[src/rtl/grid_cursor.sv]
// grid_cursor: cursor for a ROWS x COLS tile board.
// Four held direction buttons move the cursor. A press moves it at once. A held direction
// auto-repeats after REPEAT_DELAY cycles, then every REPEAT_RATE cycles. At an edge the
// cursor either wraps round (WRAP=1) or is held in place (WRAP=0). Opposite buttons cancel.
// Define GRID_CURSOR_SEL_EN to add the two-cell selection ports (sel, sel_bus, sel_cnt).
module grid_cursor #(
    parameter int unsigned ROWS         = 6,
    parameter int unsigned COLS         = 6,
    parameter int unsigned WRAP         = 1,
    parameter int unsigned REPEAT_DELAY = 24,
    parameter int unsigned REPEAT_RATE  = 8,
    parameter int unsigned RST_POS      = 0,
    localparam int unsigned RW          = $clog2(ROWS),
    localparam int unsigned CW          = $clog2(COLS)
) (
    input  logic                 clk,
    input  logic                 rst,
    input  logic                 up,
    input  logic                 down,
    input  logic                 left,
    input  logic                 right,
`ifdef GRID_CURSOR_SEL_EN
    input  logic                 sel,
    output logic [ROWS*COLS-1:0] sel_bus,
    output logic [1:0]           sel_cnt,
`endif
    output logic [ROWS*COLS-1:0] cur_bus,
    output logic [RW-1:0]        row,
    output logic [CW-1:0]        col,
    output logic                 moved
);

    localparam int unsigned NPOS     = ROWS * COLS;
    localparam int unsigned CNT_SPAN = (REPEAT_DELAY > REPEAT_RATE) ? REPEAT_DELAY : REPEAT_RATE;
    localparam int unsigned CNTW     = $clog2(CNT_SPAN) + 1;

    localparam logic [CNTW-1:0] DELAY_LAST = CNTW'(REPEAT_DELAY - 1);
    localparam logic [CNTW-1:0] RATE_LAST  = CNTW'(REPEAT_RATE - 1);
    localparam logic [CNTW-1:0] CNT_SAT    = {CNTW{1'b1}};
    localparam logic [RW-1:0]   ROW_LAST   = RW'(ROWS - 1);
    localparam logic [CW-1:0]   COL_LAST   = CW'(COLS - 1);
    localparam logic [RW-1:0]   ROW_RST    = RW'(RST_POS / COLS);
    localparam logic [CW-1:0]   COL_RST    = CW'(RST_POS % COLS);

    typedef enum logic [1:0] {
        StIdle,
        StDelay,
        StRate
    } rep_state_e;

    rep_state_e      state_q, state_d;
    logic [CNTW-1:0] cnt_q, cnt_d;
    logic [RW-1:0]   row_q, row_d, nxt_row;
    logic [CW-1:0]   col_q, col_d, nxt_col;
    logic            moved_q, moved_d;
    logic [3:0]      prev_q, prev_d;
    logic            lock_q, lock_d;
    logic [3:0]      btn;
    logic [3:0]      held;
    logic            press;
    logic            step;
    logic            v_dn, v_up, h_rt, h_lt;

    assign btn = {up, down, left, right};

    // Buttons held through reset stay masked until every button has been released,
    // so a key still down after reset cannot look like a fresh press.
    always_comb begin
        held   = lock_q ? 4'b0000 : btn;
        lock_d = lock_q & (|btn);
        prev_d = held;
        press  = |(held & ~prev_q);
    end

    // Candidate position one step away on each axis, with opposite buttons cancelling.
    always_comb begin
        v_dn    = held[2] & ~held[3];
        v_up    = held[3] & ~held[2];
        h_rt    = held[0] & ~held[1];
        h_lt    = held[1] & ~held[0];
        nxt_row = row_q;
        nxt_col = col_q;
        if (v_dn) begin
            if (row_q == ROW_LAST) begin
                nxt_row = (WRAP != 0) ? '0 : row_q;
            end else begin
                nxt_row = row_q + RW'(1);
            end
        end else if (v_up) begin
            if (row_q == '0) begin
                nxt_row = (WRAP != 0) ? ROW_LAST : row_q;
            end else begin
                nxt_row = row_q - RW'(1);
            end
        end
        if (h_rt) begin
            if (col_q == COL_LAST) begin
                nxt_col = (WRAP != 0) ? '0 : col_q;
            end else begin
                nxt_col = col_q + CW'(1);
            end
        end else if (h_lt) begin
            if (col_q == '0) begin
                nxt_col = (WRAP != 0) ? COL_LAST : col_q;
            end else begin
                nxt_col = col_q - CW'(1);
            end
        end
    end

    // Auto-repeat sequencer: decides on which cycles the held directions take a step.
    always_comb begin
        state_d = state_q;
        cnt_d   = cnt_q;
        step    = 1'b0;
        if (held == 4'b0000) begin
            state_d = StIdle;
            cnt_d   = '0;
        end else if (press) begin
            step    = 1'b1;
            state_d = StDelay;
            cnt_d   = '0;
        end else begin
            case (state_q)
                StDelay: begin
                    if (cnt_q == DELAY_LAST) begin
                        step    = 1'b1;
                        state_d = StRate;
                        cnt_d   = '0;
                    end else if (cnt_q != CNT_SAT) begin
                        cnt_d = cnt_q + CNTW'(1);
                    end
                end
                StRate: begin
                    if (cnt_q == RATE_LAST) begin
                        step  = 1'b1;
                        cnt_d = '0;
                    end else if (cnt_q != CNT_SAT) begin
                        cnt_d = cnt_q + CNTW'(1);
                    end
                end
                default: begin
                    // Held with no new edge while idle cannot normally occur; start timing.
                    state_d = StDelay;
                    cnt_d   = '0;
                end
            endcase
        end
    end

    // Commit a step; moved only when the position really changes on some axis.
    always_comb begin
        row_d   = step ? nxt_row : row_q;
        col_d   = step ? nxt_col : col_q;
        moved_d = step & ((nxt_row != row_q) | (nxt_col != col_q));
    end

    // Cursor, repeat and button-history state.
    always_ff @(posedge clk or posedge rst) begin
        if (rst) begin
            state_q <= StIdle;
            cnt_q   <= '0;
            row_q   <= ROW_RST;
            col_q   <= COL_RST;
            moved_q <= 1'b0;
            prev_q  <= 4'b0000;
            lock_q  <= 1'b1;
        end else begin
            state_q <= state_d;
            cnt_q   <= cnt_d;
            row_q   <= row_d;
            col_q   <= col_d;
            moved_q <= moved_d;
            prev_q  <= prev_d;
            lock_q  <= lock_d;
        end
    end

    // One-hot highlight decoded from the row/col registers.
    always_comb begin
        cur_bus = '0;
        for (int r = 0; r < ROWS; r++) begin
            for (int c = 0; c < COLS; c++) begin
                cur_bus[r*COLS+c] = (row_q == RW'(r)) && (col_q == CW'(c));
            end
        end
    end

    assign row   = row_q;
    assign col   = col_q;
    assign moved = moved_q;

`ifdef GRID_CURSOR_SEL_EN
    logic            sel_prev_q;
    logic [NPOS-1:0] sel_bus_q, sel_bus_d;
    logic [1:0]      sel_cnt_q, sel_cnt_d;
    logic            sel_rise;
    logic            sel_hit;

    // Toggle selection of the cursor cell on a sel rising edge, at most two cells held.
    always_comb begin
        sel_bus_d = sel_bus_q;
        sel_cnt_d = sel_cnt_q;
        sel_rise  = sel & ~sel_prev_q;
        sel_hit   = |(sel_bus_q & cur_bus);
        if (sel_rise) begin
            if (sel_hit) begin
                sel_bus_d = sel_bus_q & ~cur_bus;
                sel_cnt_d = sel_cnt_q - 2'd1;
            end else if (sel_cnt_q < 2'd2) begin
                sel_bus_d = sel_bus_q | cur_bus;
                sel_cnt_d = sel_cnt_q + 2'd1;
            end
        end
    end

    // Selection storage.
    always_ff @(posedge clk or posedge rst) begin
        if (rst) begin
            sel_prev_q <= 1'b0;
            sel_bus_q  <= '0;
            sel_cnt_q  <= 2'd0;
        end else begin
            sel_prev_q <= sel;
            sel_bus_q  <= sel_bus_d;
            sel_cnt_q  <= sel_cnt_d;
        end
    end

    assign sel_bus = sel_bus_q;
    assign sel_cnt = sel_cnt_q;
`endif

endmodule

[config.mk]
export PLATFORM = sky130hd
export DESIGN_NAME = grid_cursor
export DESIGN_NICKNAME = d
export VERILOG_FILES = /design/src/rtl/grid_cursor.sv
export SDC_FILE = /design/constraint.sdc
export NUM_CORES = 1
export LEC_CHECK = 0
export CORE_MARGIN = 2
export CORE_UTILIZATION = 45
export CTS_BUF_LIST = sky130_fd_sc_hd__clkbuf_8
export CTS_CLUSTER_DIAMETER = 30
export DETAILED_ROUTE_END_ITERATION = 7
export PLACE_DENSITY = 0.76
export SLEW_MARGIN = 25
export SYNTH_ARGS = -nofsm -noshare
export SYNTH_HDL_FRONTEND = slang
export SYNTH_SLANG_ARGS = --single-unit
[constraint.sdc]
create_clock -name clk -period 3.5 [get_ports clk]
set_input_delay 0.525 -clock clk [delete_from_list [all_inputs] [get_ports clk]]
set_output_delay 0.525 -clock clk [all_outputs]
set_load 0.01 [all_outputs]
Word-level counts from Yosys, hierarchy flattened

Index checks and enable logic that the tools add are counted.

Latch bits: 0
Logic and storage cells: 110
Memory bits (writable): 0
Bits of input ports: 6
Register bits after elaboration: 20
Memories kept: 0
Bits in read-only memories: 0

Add/sub/neg operators: 5
Equal/unequal tests: 19
Bitwise gates (word level): 13
Mux-type cells: 24
$lt $le $gt $ge: 0
Divide/modulo/power cells: 0
Reduce and logical (&&, ||, !) cells: 42
Shift operators: 0
Multiply operators: 0

Operator list:

| cell                  | count |
|---|---|
| $logic_and A1 B1 Y1   | 36 |
| $mux W6               | 5 |
| $mux W3               | 8 |
| $eq A3 B2 Y1 const B  | 4 |
| $eq A3 B3 Y1 const B  | 4 |
| $pmux W6 S2           | 1 |
| $reduce_or A4 Y1      | 2 |
| $add A3 B1 Y3 const B | 2 |
| $add A6 B1 Y6 const B | 1 |
| $and A1 B1 Y1         | 6 |
| $eq A3 B1 Y1 const B  | 2 |
| $eq A6 B3 Y1 const B  | 1 |
| $eq A6 B5 Y1 const B  | 1 |
| $logic_not A3 Y1      | 2 |
| $mux W2               | 3 |
| $ne A3 B3 Y1          | 2 |
| $ne A6 B6 Y1 const B  | 1 |
| $sub A3 B1 Y3 const B | 2 |
| $and A4 B4 Y4         | 1 |
| $logic_not A4 Y1      | 1 |
| $mux W1               | 4 |
| $mux W4               | 1 |
| $ne A4 B4 Y1 const B  | 1 |
| $not A1 Y1            | 4 |
| 8 further kinds       | 8 |

Logic depth before layout (Yosys ltp)

Word-level depth: 8
Depth in mapped cells: 6
Gate-level depth less buffers: 6

Worst setup path before layout

No wires, ideal clock.

Path kind: flip-flop to output port
Start point: register col_q[0] (netlist: col[0])
End point: output port cur_bus[15]
Arrival time: 1.202 ns
Required time: 2.975 ns
Setup slack: 1.773 ns
Path buffers: 1
Stages on the path, launching flop included: 6
Cell sequence: dfrtp_1 -> clkbuf_1 -> and2_1 -> ha_1 -> inv_1 -> nor2_1

Word-level cells in the longest chain between the ends: 2

Ends and longest elaborated chain:

| element                | RTL line | RTL |
|---|---|---|
| start, declared        | 54       | `logic [CW-1:0] col_q, col_d, nxt_col;` |
| start signal, assigned | 172      | `col_q <= col_d;` |
| $eq A3 B2 Y1           | 184      | `cur_bus[r*COLS+c] = (row_q == RW'(r)) && (col_q == CW'(c));` |
| $logic_and A1 B1 Y1    | 184      |  |
| end, declared          | 27       | `output logic [ROWS*COLS-1:0] cur_bus,` |

No other way between the ends.

Worst setup path after layout

Start point: register row_q[0] (netlist: row[0])
End point: output port cur_bus[4]

Word-level cells in the longest chain between the ends: 2

Ends and longest elaborated chain:

| element                | RTL line | RTL |
|---|---|---|
| start, declared        | 53       | `logic [RW-1:0] row_q, row_d, nxt_row;` |
| start signal, assigned | 171      | `row_q <= row_d;` |
| $logic_not A3 Y1       | 184      |  |
| $logic_and A1 B1 Y1    | 184      |  |

No other way between the ends.

==> impl_metrics.json <==
{
  "ys_async_sr_fraction": 1.00,
  "die_area_um2": 3730,
  "n_antenna_cell": 0,
  "track_usage": 0.226,
  "min_path_cells": 1,
  "start_kind": "register",
  "layout-drive-gt1-share": 0.0455,
  "cp_max_fo": 12,
  "coreArea_um2": 3080,
  "grt_antenna_before_repair": 0,
  "grt-ovfl-total": 0,
  "met2WireLength_um": 1910,
  "via_per_inst": 5.38,
  "gp_congestion": 0.853,
  "hold_buffers": 0,
  "max_slew_margin": 0.509,
  "grt_max_degree": 21,
  "avgSynthCellArea_um2": 8.23,
  "synth_area_leaders": "dfrtp_1 (32%), nor2_1 (13%), ha_1 (4.3%)",
  "hold_viol_final": 0,
  "status": "finished, final reports clean",
  "numCtsBuffers": 3,
  "dr.max_layer_used": "met4",
  "worstSkewPairLatency_ns": 0.27,
  "netlist_area_um2": 1470,
  "final_cell_mix": "nor2_1 (49), clkdlybuf4s50_1 (48), dfrtp_1 (19)",
  "final_common_cell": "nor2_1",
  "cts_root_buffer": "clkbuf_8",
  "power_density_nw_per_um2": 580,
  "drtPass1Iterations": 5,
  "ios": 49,
  "peakVddDrop_mv": 0.348,
  "cts_tree": "yes",
  "synth_cells": 178,
  "worst_slack_ns": 0.945,
  "dr_total_vias": 1420,
  "criticalPathCategory": "reg2out",
  "clock-sinks": 20,
  "ys_seq_area_frac": 0.342,
  "synth_cell_types": 43,
  "wl_um": 3890,
  "clk_path_buf_depth": 2,
  "fin_area_um2": 2030,
  "initial_core_util": 0.476,
  "timing.hold.worst.class": "reg2reg",
  "drtIter0Drc": 84,
  "rr_worst_depth": 5,
  "yosysWarningCount": 0,
  "r2r_setup_slack_ns": 1.84,
  "cp_data_required_time_ns": 2.97,
  "dp_hpwl_um": 3020,
  "wl_met3_um": 170,
  "fin_setup_tns_ns": 0,
  "areaGrowthSynthToFinish_pct": 38.4,
  "nets": 232,
  "fin_crit_sh": 0.730,
  "cts_resized": 0,
  "synth_seq_cells": 20,
  "syn-num-nets": 189,
  "p_leak_nw": 0.777,
  "rows": 20,
  "drc": 0,
  "ant_nets": 0,
  "place_area_um2": 1960,
  "synth-main-ff-cell": "dfrtp_1",
  "worst_pin_slew_ns": 0.736,
  "postCtsSetupRepairBufs": 0,
  "finalPower_mw": 1.18,
  "die_w_um": 61.1,
  "synth_top_cell_area_share": 0.325,
  "finClkSkew_ns": 0.00400,
  "wl_per_cell_um": 14.8,
  "path_clk_slew_ns": 0.08,
  "cp-end-kind": "output pin",
  "grt_pass1_wl_um": 6250,
  "htree_num_levels": 1,
  "rsz0062_at_grt": "no",
  "wl_met1_um": 1780,
  "port_buffers": 48,
  "dp_slack_ns": 1.14,
  "whs_ns": 0.568,
  "setup_violations": 0,
  "max_cap_viol_count": 0,
  "grt_pass1_vias": 1265,
  "max_clock_freq_ghz": 0.391,
  "period_minus_slack_ns": 2.56,
  "slew_violations": 0,
  "die_h_um": 61.1,
  "synth-edff-count": 0,
  "synth_largest_area_cell": "dfrtp_1",
  "worstPathArrival_ns": 2.03
}
## sequential cells by signal, summed over array words and instances (netlist names)
register and count:
cnt_q 6, prev_q 4, col 3, row 3, state_q 2, lock_q 1
moved 1
## metrics by stage
stage / util / cells
floorplan: - / 178
global placement: 0.636 / 260
detailed placement: 0.636 / 260
CTS: 0.659 / 264
global route: 0.659 / 264
finish: 0.659 / 264
## final timing paths
| path | from | to |
|---|---|---|
| max in group asynchronous | rst | prev_q[1]$_DFF_PP0_ |
| setup reg to reg | cnt_q[0]$_DFF_PP0_ | row[2]$_DFFE_PP0P_ |
| min in group asynchronous | rst | cnt_q[0]$_DFF_PP0_ |
| hold reg to reg | state_q[1]$_DFFE_PP0P_ | state_q[1]$_DFFE_PP0P_ |
| hold / removal | state_q[1]$_DFFE_PP0P_ | state_q[1]$_DFFE_PP0P_ |
| setup / recovery | row[0]$_DFFE_PP0P_ | cur_bus[4] |
## kinds of logic (layout without fill, tap and decap cells)
| group | Yosys count | after routing | share of synthesized area |
|---|---|---|---|
| compound gates | 34 | 34 | 0.183 |
| fa+ha+maj | 5 | 5 | 0.0427 |
| simple gates | 93 | 93 | 0.328 |
| mux | 3 | 3 | 0.0205 |
| flops | 20 | 20 | 0.342 |
| buf+inv | 17 | 59 | 0.0478 |
| xor+xnor | 6 | 6 | 0.0359 |
## layout make-up
| type | count | area (µm²) |
|---|---|---|
| inverter | 7 | 26.3 |
| sequential | 20 | 502 |
| timing repair buffer | 48 | 480 |
| clock inverter | 1 | 30.0 |
| tap | 44 | 55.1 |
| clock buffer | 3 | 41.3 |
| fill | 262 | 1050 |
| multi-input combinational | 141 | 893 |
## power breakdown
part           switching (mW)  total (mW)  internal, mW  leakage [nW]
clock                  0.0831       0.236         0.153        0.0357
sequential             0.0898       0.363         0.273         0.247
combinational           0.300       0.578         0.278         0.495
## metal layers
| metal | GRT usage | vias to the layer above |
|---|---|---|
| met5 | 0 | - |
| met4 | 0.0466 | 0 |
| met3 | 0.0315 | 4 |
| met2 | 0.336 | 35 |
| met1 | 0.349 | 683 |
| li1 | - | 698 |
## synthesized netlist by cell type (4+ instances only)
cell type and number:
a21oi_1 4, nor2b_1 6, nand3b_1 8, ha_1 5, nand2b_1 7, clkbuf_1 4
nand2_1 6, dfrtp_1 19, nor3_1 4, inv_1 7, xnor2_1 5, nor2_1 49
buf_2 5
## worst max-delay path, stage by stage (launching register included)
cell and delay, ns:
dfrtp_1 0.50, or3_1 0.54, nor2_1 0.14, clkdlybuf4s50_1 0.58
Note: power is estimated with default switching activity, not from simulation.
